==> src/rtl/fpu_pkg.sv <==
// rtl/fpu_pkg.sv - shared types and constants for the FP adder normalizer stage
//
// Purpose: state encoding, result classification and default format constants
// used by addition_stage4 and its shift helper.
// Ports: none (package).
package fpu_pkg;

  localparam int FP_MENT_WIDTH = 23;
  localparam int FP_EXP_WIDTH  = 8;

  // Bit positions inside the (MENT_WIDTH+2)-bit stage-3 sum.
  localparam int CARRY_BIT  = FP_MENT_WIDTH + 1;
  localparam int HIDDEN_BIT = FP_MENT_WIDTH;

  // All-ones biased exponent (infinity / overflow marker).
  localparam logic [FP_EXP_WIDTH-1:0] EXP_MAX = '1;

  typedef enum logic [1:0] {
    ST_IDLE,
    ST_EVAL,
    ST_SHIFT,
    ST_DONE
  } norm_state_t;

  // How the finished result is presented on the output registers.
  typedef enum logic [1:0] {
    RES_NORMAL,
    RES_ZERO,
    RES_OVERFLOW,
    RES_UNDERFLOW
  } norm_result_t;

endpackage

==> src/rtl/normalize_shift_unit.sv <==
// rtl/normalize_shift_unit.sv - one-step mantissa shift and exponent update
//
// Purpose: combinational candidates for a single normalization step.
// Ports:
//   sum_in  - working mantissa (carry, hidden, fraction)
//   exp_in  - working exponent, one guard bit wider than the format
//   sum_rsh - sum shifted right by one (LSB truncated)
//   exp_inc - exp_in + 1
//   sum_lsh - sum shifted left by one
//   exp_dec - exp_in - 1
module normalize_shift_unit #(
  parameter int MENT_WIDTH = 23,
  parameter int EXP_WIDTH  = 8
) (
  input  logic [MENT_WIDTH+1:0] sum_in,
  input  logic [EXP_WIDTH:0]    exp_in,
  output logic [MENT_WIDTH+1:0] sum_rsh,
  output logic [EXP_WIDTH:0]    exp_inc,
  output logic [MENT_WIDTH+1:0] sum_lsh,
  output logic [EXP_WIDTH:0]    exp_dec
);

  localparam logic [EXP_WIDTH:0] EXP_ONE = {{EXP_WIDTH{1'b0}}, 1'b1};

  assign sum_rsh = sum_in >> 1;
  assign sum_lsh = sum_in << 1;
  // The extra exponent bit lets an increment past all-ones be seen instead of wrapping.
  assign exp_inc = exp_in + EXP_ONE;
  assign exp_dec = exp_in - EXP_ONE;

endmodule

==> src/rtl/addition_stage4.sv <==
// rtl/addition_stage4.sv - FP adder stage 4: mantissa/exponent normalizer
//
// Purpose: renormalizes the stage-3 mantissa sum to hidden-1 form (one right
// shift on carry-out, iterative left shifts on cancellation) and returns sign,
// exponent, fraction and zero/overflow/underflow flags via valid/ready.
// Ports:
//   clk, rst                  - clock, synchronous active-high reset
//   in_valid / in_ready       - input handshake (ready only while idle)
//   sum_in, exp_in, sign_in   - stage-3 sum, common exponent, result sign
//   out_valid / out_ready     - output handshake (valid held until accepted)
//   sign_out, exp_out, ment_out - normalized result, hidden bit stripped
//   zero_out, overflow_out, underflow_out - registered result flags
module addition_stage4
  import fpu_pkg::*;
#(
  parameter int MENT_WIDTH = FP_MENT_WIDTH,
  parameter int EXP_WIDTH  = FP_EXP_WIDTH
) (
  input  logic                  clk,
  input  logic                  rst,
  input  logic                  in_valid,
  output logic                  in_ready,
  input  logic [MENT_WIDTH+1:0] sum_in,
  input  logic [EXP_WIDTH-1:0]  exp_in,
  input  logic                  sign_in,
  output logic                  out_valid,
  input  logic                  out_ready,
  output logic                  sign_out,
  output logic [EXP_WIDTH-1:0]  exp_out,
  output logic [MENT_WIDTH-1:0] ment_out,
  output logic                  zero_out,
  output logic                  overflow_out,
  output logic                  underflow_out
);

  localparam int CARRY  = MENT_WIDTH + 1;
  localparam int HIDDEN = MENT_WIDTH;
  localparam logic [EXP_WIDTH:0] EXP_ONES = {1'b0, {EXP_WIDTH{1'b1}}};
  localparam logic [EXP_WIDTH:0] EXP_ONE  = {{EXP_WIDTH{1'b0}}, 1'b1};

  norm_state_t state_q, state_d;

  // Working registers
  logic [MENT_WIDTH+1:0] sum_q, sum_d;
  logic [EXP_WIDTH:0]    exp_q, exp_d;
  logic                  sign_q, sign_d;

  // Output registers
  logic                  res_sign_q, res_sign_d;
  logic [EXP_WIDTH-1:0]  res_exp_q, res_exp_d;
  logic [MENT_WIDTH-1:0] res_ment_q, res_ment_d;
  logic                  zero_q, zero_d;
  logic                  ovf_q, ovf_d;
  logic                  unf_q, unf_d;

  // One-step candidates
  logic [MENT_WIDTH+1:0] sum_rsh, sum_lsh;
  logic [EXP_WIDTH:0]    exp_inc, exp_dec;

  // Finish decision for this cycle
  logic                  fin;
  norm_result_t          kind;
  logic [EXP_WIDTH-1:0]  norm_exp;
  logic [MENT_WIDTH-1:0] norm_ment;

  normalize_shift_unit #(
    .MENT_WIDTH (MENT_WIDTH),
    .EXP_WIDTH  (EXP_WIDTH)
  ) u_shift (
    .sum_in  (sum_q),
    .exp_in  (exp_q),
    .sum_rsh (sum_rsh),
    .exp_inc (exp_inc),
    .sum_lsh (sum_lsh),
    .exp_dec (exp_dec)
  );

  always_comb begin
    state_d    = state_q;
    sum_d      = sum_q;
    exp_d      = exp_q;
    sign_d     = sign_q;
    res_sign_d = res_sign_q;
    res_exp_d  = res_exp_q;
    res_ment_d = res_ment_q;
    zero_d     = zero_q;
    ovf_d      = ovf_q;
    unf_d      = unf_q;
    fin        = 1'b0;
    kind       = RES_NORMAL;
    norm_exp   = exp_q[EXP_WIDTH-1:0];
    norm_ment  = sum_q[MENT_WIDTH-1:0];

    unique case (state_q)
      ST_IDLE: begin
        if (in_valid) begin
          sum_d   = sum_in;
          exp_d   = {1'b0, exp_in};
          sign_d  = sign_in;
          state_d = ST_EVAL;
        end
      end

      ST_EVAL: begin
        fin = 1'b1;
        if (exp_q == EXP_ONES) begin
          kind = RES_OVERFLOW;
        end else if (sum_q == '0) begin
          kind = RES_ZERO;
        end else if (sum_q[CARRY]) begin
          sum_d     = sum_rsh;
          exp_d     = exp_inc;
          norm_exp  = exp_inc[EXP_WIDTH-1:0];
          norm_ment = sum_rsh[MENT_WIDTH-1:0];
          kind      = (exp_inc == EXP_ONES) ? RES_OVERFLOW : RES_NORMAL;
        end else if (sum_q[HIDDEN]) begin
          kind = RES_NORMAL;
        end else if (exp_q <= EXP_ONE) begin
          kind = RES_UNDERFLOW;
        end else begin
          fin     = 1'b0;
          state_d = ST_SHIFT;
        end
      end

      ST_SHIFT: begin
        sum_d = sum_lsh;
        exp_d = exp_dec;
        // Hidden bit wins over the exponent floor: reaching exp 1 normalized is a valid number.
        if (sum_lsh[HIDDEN]) begin
          fin       = 1'b1;
          kind      = RES_NORMAL;
          norm_exp  = exp_dec[EXP_WIDTH-1:0];
          norm_ment = sum_lsh[MENT_WIDTH-1:0];
        end else if (exp_dec == EXP_ONE) begin
          fin  = 1'b1;
          kind = RES_UNDERFLOW;
        end
      end

      ST_DONE: begin
        if (out_ready) begin
          state_d = ST_IDLE;
        end
      end

      default: state_d = ST_IDLE;
    endcase

    if (fin) begin
      state_d    = ST_DONE;
      res_sign_d = sign_q;
      res_exp_d  = '0;
      res_ment_d = '0;
      zero_d     = 1'b0;
      ovf_d      = 1'b0;
      unf_d      = 1'b0;
      case (kind)
        RES_NORMAL: begin
          res_exp_d  = norm_exp;
          res_ment_d = norm_ment;
        end
        RES_ZERO: zero_d = 1'b1;
        RES_OVERFLOW: begin
          res_exp_d = '1;
          ovf_d     = 1'b1;
        end
        RES_UNDERFLOW: begin
          // Flush to zero: denormals are never produced.
          zero_d = 1'b1;
          unf_d  = 1'b1;
        end
        default: ;
      endcase
    end
  end

  always_ff @(posedge clk) begin
    if (rst) begin
      state_q    <= ST_IDLE;
      sum_q      <= '0;
      exp_q      <= '0;
      sign_q     <= 1'b0;
      res_sign_q <= 1'b0;
      res_exp_q  <= '0;
      res_ment_q <= '0;
      zero_q     <= 1'b0;
      ovf_q      <= 1'b0;
      unf_q      <= 1'b0;
    end else begin
      state_q    <= state_d;
      sum_q      <= sum_d;
      exp_q      <= exp_d;
      sign_q     <= sign_d;
      res_sign_q <= res_sign_d;
      res_exp_q  <= res_exp_d;
      res_ment_q <= res_ment_d;
      zero_q     <= zero_d;
      ovf_q      <= ovf_d;
      unf_q      <= unf_d;
    end
  end

  assign in_ready      = (state_q == ST_IDLE);
  assign out_valid     = (state_q == ST_DONE);
  assign sign_out      = res_sign_q;
  assign exp_out       = res_exp_q;
  assign ment_out      = res_ment_q;
  assign zero_out      = zero_q;
  assign overflow_out  = ovf_q;
  assign underflow_out = unf_q;

endmodule

==> config.mk <==
export PLATFORM = sky130hd
export DESIGN_NAME = addition_stage4
export DESIGN_NICKNAME = d
export VERILOG_FILES = /design/src/rtl/fpu_pkg.sv /design/src/rtl/normalize_shift_unit.sv /design/src/rtl/addition_stage4.sv
export SDC_FILE = /design/constraint.sdc
export NUM_CORES = 1
export LEC_CHECK = 0
export BUFFER_PORTS_ARGS = -buffer_cell sky130_fd_sc_hd__buf_2
export CAP_MARGIN = 20
export CORE_UTILIZATION = 62
export CTS_CLUSTER_SIZE = 14
export DETAILED_ROUTE_END_ITERATION = 6
export GPL_TIMING_DRIVEN = 1
export PLACE_DENSITY = 0.86
export SYNTH_ARGS = -nofsm -noshare
export SYNTH_HDL_FRONTEND = slang
export SYNTH_HIERARCHICAL = 1
export SYNTH_SLANG_ARGS = --single-unit
==> constraint.sdc <==
create_clock -name clk -period 4.5 [get_ports clk]
set_input_delay 0.9 -clock clk [delete_from_list [all_inputs] [get_ports clk]]
set_output_delay 0.9 -clock clk [all_outputs]
set_load 0.005 [all_outputs]
==> impl_metrics.ini <==
[status]
status = finished, violations left
violations = DRC

[clocking]
worstSkewPairLatency_ns = 0.36
htree_levels = 3
cts_tree = built
cts-root-buf = clkbuf_8
clkSlewWorstSetupHoldPaths_ns = 0.07
ctsHoldBuffers = 0
clock_path_buffers = 2
cts_setup_buffers = 0
cts.sinks = 72
cts_resized = 0
numCtsBuffers = 9

[power_and_ir_drop]
ir_drop_mv = 0.530
power.total_mw = 3.92
p_leak_nw = 1.98
cellPowerDensity_nw_per_um2 = 786

[sta]
rsz0062_at_grt = no
final.setup.tns_ns = 0
max-slew-margin-rel_pct = 27.7
maxSlewViolCount = 0
period_share_pct = 88.4
skew_ns = 0.0116
layout_setup_ws_ns = 0.524
fmax_mhz = 252
setup_viol = 0
worst_slew_pin_slew_ns = 1.08
final_hold_viol_count = 0
period_minus_slack_ns = 3.98

[synthesis]
synth_cell_type_count = 53
postSynthCellCount = 620
postSynth.asyncResetShare_pct = 0
synth_top_cell_area_share_pct = 30.1
synth_common_cells = 76 x nand2_1, 72 x dfxtp_1, 52 x buf_4, 47 x clkbuf_1, 43 x nor2_1
seq_area_frac_synth_pct = 30.1
ys_ff_latch = 72
syn_area_sq_um = 4780
synthFlopType = dfxtp_1
yosysTopAreaCell = dfxtp_1
synthTopCellsByArea = dfxtp_1 30%, buf_4 8.2%, nand2_1 6.0%
syn_area_per_cell_sq_um = 7.72
synth.most_common_cell = nand2_1
synth-edff-count = 0
synth_warnings = 6

[detailed_routing]
vias = 4870
wl_per_cell_microns = 18.8
drt_iter0_drc = 670
wl_microns = 13300
dr.pass1.iters = 7
detail_route.vias_per_cell = 6.88
drc = 3
ant_nets = 0

[global_route]
grt_overflow = 0
track_usage_pct = 33.3
grt_pass1_wl_microns = 22000
grt_max_degree = 64
grt_pass1_vias = 4372
antenna_found_initial = 0

[finish]
fin_nets = 649
fin_cells = 708
antenna_cells = 0
areaGrowthSynthToFinish_pct = 4.13
drive_gt1_share_pct = 18.1

[placed_design]
dp_hpwl_microns = 8520
port_buffers = 74
place_ws_ns = 0.680
place_inst = 693
place_congestion = 0.964

[worst_setup_path]
cp.buffers_inverters = 1
path_max_fanout = 23
crit_path_top_delay_cell = or3_1
max_stage_delay_ns = 0.75
worst_setup_path_end_kind = register
start_kind = register
worstPathRequired_ns = 4.75
cp_cell_sequence = inv_1, ha_1, nor3b_1, nand3_1, xnor2_1, nor4_1, nand4_1, a31oi_1, o21ai_4, or3_1, o32ai_1
cp_top_family = simple AND/OR/NAND/NOR gates
arrival_ns = 4.22
worstSetupPathType = reg2reg

[floorplan]
ioPinCount = 75
rows = 31
die_h_microns = 89.8
core_sq_um = 7370
start_util_pct = 64.9
die_w_microns = 89.8
die_area_sq_um = 8070

[run]
max_cap_viol_count = 0

[worst_hold_path]
hold_class = reg2reg
power by group:
group | total (mW) | leakage, nW | internal, mW | switching (mW)
clock network | 0.691 | 0.133 | 0.437 | 0.253
registers | 1.21 | 0.588 | 0.834 | 0.374
logic | 2.02 | 1.26 | 0.743 | 1.27
total | 3.92 | 1.98 | 2.01 | 1.90
layout by cell type, fill, tap and decap left out, types with 2 or more instances in the layout:
cell type and instances:
conb_1 2, a211oi_1 18, or3_1 11, nor3_1 7, buf_2 74, xor2_1 8, ha_1 5, nor2_1 43
nand3_1 40, nor4_1 10, xnor2_1 5, o21ai_4 2, a31oi_1 26, clkbuf_8 10, a311oi_1 3, o211ai_1 10
nand4_1 7, inv_1 10, o311ai_0 2, dfxtp_1 72, o21ai_0 5, o21a_1 3, or4_4 2, buf_4 10
and2_1 4, a21oi_1 36, and3_1 14, a32o_1 10, nand2_1 76, o221a_2 2, o32ai_1 23, a222oi_1 5
bufinv_16 4, a221oi_1 20, a221o_1 8, a22o_1 4
cells by family after synthesis:
family | count (synthesis) | synth area share, %
mux | 1 | 0.209
simple gates | 221 | 22.0
xor+xnor | 13 | 2.38
flops | 72 | 30.1
other cells | 1 | 0.0784
fa+ha+maj | 6 | 1.57
buf+inv | 121 | 14.3
compound gates | 185 | 29.3
cell type report:
cell class | instances | area (sq um)
multi-input cells | 428 | 2670
fillers | 629 | 2390
flip-flops and latches | 72 | 1440
repair buffers | 84 | 445
clock buffers | 10 | 138
clock inverters | 5 | 129
well taps | 99 | 124
inverters | 10 | 37.5
path summary, 6_finish.rpt:
check | start | end | slack (ns) | depth (start not counted)
hold reg to reg | exp_out[3] | exp_out[3] | 0.46 | 2
hold / removal | exp_out[3] | exp_out[3] | 0.46 | 2
setup / recovery | exp_q[0] | ment_out[17] | 0.52 | 11
setup reg to reg | exp_q[0] | ment_out[17] | 0.52 | 11
state kept, by name, summed over array words and instances, names as in the netlist:
name and cells:
exp_q 9, sign_q 1, sign_out 1, zero_out 1
ment_out 23, overflow_out 1, state_q 2, sum_q 25
underflow_out 1, exp_out 8
routing by layer:
layer / wire length [microns] / track usage [%] / vias up
met5: 0 / 0 / -
met3: 1330 / 7.36 / 45
met1: 5670 / 46.0 / 2272
met4: 339 / 13.7 / 0
li1: - / - / 2255
met2: 5990 / 50.1 / 298
metrics by stage:
step | cell area, sq um | util [%] | hold slack (ns)
after floorplan | 4790 | - | 0.432
after global placement | 4720 | 64.0 | 0.442
after detailed placement | 4720 | 64.0 | 0.452
after CTS | 4980 | 67.6 | 0.462
after global routing | 4980 | 67.6 | 0.481
final | 4980 | 67.6 | 0.461
tightest hold or removal path: cells and delay by family, from the launching register on:
kind,cells,cell delay [ns]
flip-flops,1,0.31
AND/OR/NAND/NOR,1,0.05
AO/OA/AOI/OAI,1,0.06
Note: power is estimated with default switching activity, not from simulation.
